File: src/rtl/cpu_seq.sv
// Phase sequencer and program-counter controller: FT/DC/EX/WB strobes, fetch handshake, PC and retire count.
// Optional single-step start is enabled by defining SEQ_STEP_EN.
module cpu_seq #(
  parameter int FETCH_TO = 15
) (
  input  logic        clk,
  input  logic        reset,
  input  logic        run,
  input  logic        step,
  input  logic        imem_ack,
  input  logic        dec_jump,
  input  logic        cond,
  input  logic [7:0]  jmp_target,
  input  logic        dec_halt,
  input  logic        dec_wb,
  output logic        clk_ft,
  output logic        clk_dc,
  output logic        clk_ex,
  output logic        clk_wb,
  output logic        imem_req,
  output logic [7:0]  p_count,
  output logic        reg_we,
  output logic        halted,
  output logic        fault,
  output logic [15:0] icount
);

  typedef enum logic [2:0] {IDLE, FT, DC, EX, WB, HALT, FAULT} state_t;

  localparam logic [15:0] TO_LAST = (FETCH_TO > 0) ? 16'(FETCH_TO - 1) : 16'd0;

  state_t      state;
  state_t      state_nxt;
  logic [15:0] wait_cnt;
  logic        start;
  logic        timeout;

`ifdef SEQ_STEP_EN
  assign start = run | step;
`else
  logic step_unused;
  assign step_unused = step;
  assign start = run;
`endif

  // wait_cnt holds the number of completed FT cycles, so it equals TO_LAST during the last allowed one
  assign timeout = (FETCH_TO != 0) && (wait_cnt == TO_LAST);

  always_comb begin
    state_nxt = state;
    case (state)
      IDLE:    if (start) state_nxt = FT;
      FT: begin
        if (imem_ack)     state_nxt = DC;
        else if (timeout) state_nxt = FAULT;
      end
      DC:      state_nxt = EX;
      EX:      state_nxt = WB;
      WB: begin
        if (dec_halt)     state_nxt = HALT;
        else if (run)     state_nxt = FT;
        else              state_nxt = IDLE;
      end
      HALT:    state_nxt = HALT;
      FAULT:   state_nxt = FAULT;
      default: state_nxt = IDLE;
    endcase
  end

  always_ff @(posedge clk or posedge reset) begin
    if (reset) begin
      state    <= IDLE;
      clk_ft   <= 1'b0;
      clk_dc   <= 1'b0;
      clk_ex   <= 1'b0;
      clk_wb   <= 1'b0;
      imem_req <= 1'b0;
      halted   <= 1'b0;
      fault    <= 1'b0;
      wait_cnt <= 16'd0;
      p_count  <= 8'd0;
      icount   <= 16'd0;
    end else begin
      state    <= state_nxt;
      clk_ft   <= (state_nxt == FT);
      clk_dc   <= (state_nxt == DC);
      clk_ex   <= (state_nxt == EX);
      clk_wb   <= (state_nxt == WB);
      imem_req <= (state_nxt == FT);
      halted   <= (state_nxt == HALT);
      fault    <= (state_nxt == FAULT);
      wait_cnt <= (state == FT && state_nxt == FT) ? wait_cnt + 16'd1 : 16'd0;
      if (state == WB) begin
        icount <= icount + 16'd1;
        // halt outranks jump: PC stays on the halt instruction
        if (!dec_halt) begin
          if (dec_jump && cond) p_count <= jmp_target;
          else                  p_count <= p_count + 8'd1;
        end
      end
    end
  end

  assign reg_we = clk_wb & dec_wb;

endmodule

File: config.mk
export PLATFORM = sky130hd
export DESIGN_NAME = cpu_seq
export DESIGN_NICKNAME = d
export VERILOG_FILES = /design/src/rtl/cpu_seq.sv
export SDC_FILE = /design/constraint.sdc
export NUM_CORES = 1
export LEC_CHECK = 0
export ABC_AREA = 1
export CORE_ASPECT_RATIO = 1.5
export CORE_MARGIN = 2
export CORE_UTILIZATION = 29
export CTS_CLUSTER_DIAMETER = 150
export DETAILED_ROUTE_END_ITERATION = 12
export REMOVE_ABC_BUFFERS = 1
export SYNTH_ARGS = -nofsm -noshare
export SYNTH_HDL_FRONTEND = slang
export SYNTH_SLANG_ARGS = --single-unit
File: constraint.sdc
create_clock -name clk -period 1.8 [get_ports clk]
set_input_delay 0.45 -clock clk [delete_from_list [all_inputs] [get_ports clk]]
set_output_delay 0.45 -clock clk [all_outputs]
set_load 0.02 [all_outputs]
# Word level (Yosys, flattened, before mapping)
# Cells that the tools add are included.
[op_classes] order_cmp=0 n_div=0 n_mux=8 n_bitwise=2 addsub=3 eq_ne=13 n_reduce_logical=4 mul=0 n_shift=0
[op_table] op="$add A16 B1 Y16 const B" count=2
[op_table] op="$pmux W3 S7" count=1
[op_table] op="$eq A3 B3 Y1 const B" count=6
[op_table] op="$eq A16 B4 Y1 const B" count=1
[op_table] op="$mux W16" count=1
[op_table] op="$eq A3 B2 Y1 const B" count=4
[op_table] op="$mux W3" count=4
[op_table] op="$add A8 B1 Y8 const B" count=1
[op_table] op="$mux W8" count=1
[op_table] op="$eq A3 B1 Y1 const B" count=2
[op_table] op="$logic_not A3 Y1" count=1
[op_table] op="$logic_and A1 B1 Y1" count=2
[op_table] op="$reduce_and A2 Y1" count=1
[op_table] op="$and A1 B1 Y1" count=1
[op_table] op="$mux W1" count=1
[op_table] op="$not A1 Y1" count=1
[word_totals] romBits=0 in_bits=17 latch_bits=0 register_bits=49 out_inout_bits=32 n_memories=0 ramBits=0

# Depth between registers and ports, before layout
[logic_depth] depth_word=7 depth_mapped=12

# Worst setup path after synthesis
# No wires, ideal clock.
[synth_path] path_kind="reg2reg" start="register p_count[0]" end="register p_count[6]" path_buffers=0 period_less_slack_ns=1.400 setup_ns=0.120 path_slack_ns=0.400 required_ns=1.680 arrival_ns=1.280 path_stages_with_launch=9 cell_sequence="dfrtp_1 ha_1 nand3_1 nor2_1 nand2_1 o21ai_0 nand2_1 o21ai_0 inv_1"
[synth_between] elab_chain_cells=2
[synth_rtl] item="start: declaration" line_no="21" source="output logic [7:0] p_count,"
[synth_rtl] item="start signal: assignment" line_no="97" source="if (dec_jump && cond) p_count <= jmp_target;"
[synth_rtl] item="start signal: assignment" line_no="98" source="else p_count <= p_count + 8'd1;"
[synth_rtl] item="$add A8 B1 Y8" line_no="98"
[synth_rtl] item="$mux W8" line_no="97"
# Every way passes these cells.
# A chain may end at the register's enable or synchronous reset.

# Worst setup path after layout
[layout_path] start="input port dec_wb" end="output port reg_we"
[layout_between] elab_chain_cells=1
[layout_rtl] item="start: declaration" line_no="15" source="input logic dec_wb,"
[layout_rtl] item="$and A1 B1 Y1" line_no="104" source="assign reg_we = clk_wb & dec_wb;"
[layout_rtl] item="end: declaration" line_no="22" source="output logic reg_we,"
# Every way passes these cells.

==> impl_metrics.toml <==
[placement]
place_congestion = 0.851
place_inst = 488
dpl.hpwl_um = 4360
io_buffers = 47

[clocking]
path_clk_slew_ns = 0.07
clk_latency_ns = 0.29
numClockSinks = 49
cts_tree = "yes"
clockBufferDepth = 2
cts_buffers = 5
hold_buffers = 0
cts-root-buf = "clkbuf_16"
cts.htree.levels = 2

[die]
die-area_um2 = 9800
fp.coreArea_um2 = 8780
start_util_pct = 29.8
die-width_um = 81.5
num_io_pins = 49
fp.dieH_um = 120
num_rows = 42

[setup_path]
path_class = "in2out"
critical_path.cell_chain = "clkdlybuf4s50_1 -> nand2_1 -> inv_1 -> dlygate4sd2_1"
cp-end-kind = "output pin"
critPathBufInv = 3
path_max_fanout = 1
ff2ff_setup_slack_ns = 0.26
crit_required_ns = 1.35
cpPeakStageDelay_ns = 0.45
crit_family = "buffers and inverters"
crit_slowest_cell = "clkdlybuf4s50_1"
setup.worst_path.start = "dec_wb"
worstSetupStartpointType = "input pin"
worstPathArrival_ns = 1.31
r2r-start = "wait_cnt[0]"

[sta]
whs_ns = 0.468
fmax_mhz = 569
min_period_ns = 1.76
grt_setup_unrepaired = "false"
setup_viol = 0
worstMarginPinSlew_ns = 0.414
hold_viol_final = 0
relSlewSlack_pct = 72.3
skew_ns = 0.00605
period_share_pct = 97.7
maxSlewViolCount = 0

[logic_synthesis]
syn-cell-area_um2 = 2610
post_synth_main_area_contributors = "dfrtp_1, nand2_1, nor2_1"
synth_cell_type_count = 30
synth_top_area_share_pct = 47.0
synth-seq-cells = 49
synth_seq_area_share_pct = 47.0
syn_avg_cell_area_um2 = 7.99
synth-warning-count = 0
syn_inst = 327
synth_top_area_cell = "dfrtp_1"

[grt]
grt_pass1_vias = 2253
track_usage_pct = 12.9
grt_use_met1_pct = 13.2
grt_pass1_wl_um = 9690
grt_max_degree = 19
top_usage_layer = "met2"
grt.overflow.total = 0
use_met2_pct = 23.5
antenna_found_initial = 0
grt_use_met3_pct = 3.06

[cells_and_area]
diodes = 0
drive_gt1_share_pct = 8.03
multi_input_area_um2 = 1200
fin_cells = 496
num-fill-cells = 880
fin_util_pct = 39.4
nNetsFinal = 406
seqCellArea_um2 = 1230
syn_to_final_growth_pct = 32.4

[worst_hold_path]
min_path_type = "in2async"

[drt]
avgRoutedWirePerCell_um = 11.6
drt_wl_total_um = 5740
dr.pass1.iters = 4
num_vias = 2248
viasPerCell = 4.53
postRouteAntennaNets = 0
drt-initial-drc-count = 51
drc = 0

[power_and_ir_drop]
ir_worst_vdd_mv = 0.445
power_density_nw_per_um2 = 1180
p_leak_nw = 1.75

[flow_run]
drv_cap = 0

[outcome]
status = "completed"
[logic make-up (layout without fill, tap and decap cells)]
logic type | Yosys count | after routing | share of synthesized area (%)
xor gates and xnor gates | 21 | 21 | 7.04
buffers and inverters | 47 | 106 | 6.95
and+or+nand+nor | 177 | 177 | 30.9
adders and majority gates | 4 | 4 | 1.92
AOI/OAI and AO/OA | 29 | 29 | 6.28
DFF | 49 | 49 | 47.0
[area by class of cell]
type,count,area share (%)
well taps,110,3.98
clock buffers,7,4.12
clock inverters,1,0.868
inverters,44,4.78
repair buffers,54,16.0
multi-input cells,231,34.8
flip-flops and latches,49,35.5
[metrics by stage]
step	setup WS, ns	cell area (µm²)	setup TNS, ns	power, W
after floorplan	0.177	2590	0	0.00241
final	0.0421	3460	0	0.00407
after detailed placement	-0.226	3280	-0.227	0.00305
after global routing	0.00403	3460	0	0.00434
after CTS	0.00647	3440	0	0.00414
after global placement	-0.230	3280	-0.230	0.00301
[what timing repair did]
| item | 4_1_cts | 5_1_grt |
|---|---|---|
| gates resized for setup | 12 | 8 |
| buffers inserted | 0 | 0 |
| setup endpoints to repair | 12 | 8 |
[worst paths after layout]
| path | to | depth (start not counted) |
|---|---|---|
| min in group clk | wait_cnt[0] | 1 |
| max in group asynchronous | clk_ex | 3 |
| max | reg_we | 4 |
| min reg2reg | wait_cnt[0] | 1 |
| min | icount[6] | 2 |
| max reg2reg | clk_dc | 12 |
[flip-flops by register name, indices dropped and copies added (netlist names)]
name      cells
clk_wb        1
wait_cnt     16
clk_ex        1
state         3
icount       16
p_count       8
clk_dc        1
imem_req      1
fault         1
halted        1
[power breakdown]
group	switching, W	total (W)	leakage [nW]	internal, W
clock	0.000414	0.00111	0.0841	0.000695
sequential	0.000237	0.00156	0.655	0.00132
combinational	0.000831	0.00140	1.01	0.000572
[routing by layer]
layer | share of wire [%] | routed length (µm)
met4 | 2.7 | 153
met2 | 54 | 3080
met5 | 0 | 0
met3 | 3.8 | 220
met1 | 40 | 2290
[placed cells by master (no fill, tap or decap), drive strengths merged, types with 12 or more instances in the layout]
master / instances
a21oi: 13
nand3: 19
nand2: 78
o21ai: 13
clkdlybuf4s50: 27
dfrtp: 49
xor2: 18
nor2: 60
inv: 44
dlygate4sd2: 12
[Yosys cell counts (all sizes together)]
cell type,count
nand2,78
o21a,1
nor3,8
xor2,18
buf,2
o21bai,1
inv,44
nand4,8
clkbuf,1
xnor2,3
dfrtp,49
nand3,19
o21ai,13
a21oi,13
nor2,60
o31ai,1
ha,4
nor3b,4
(Power assumes the default switching activity.)
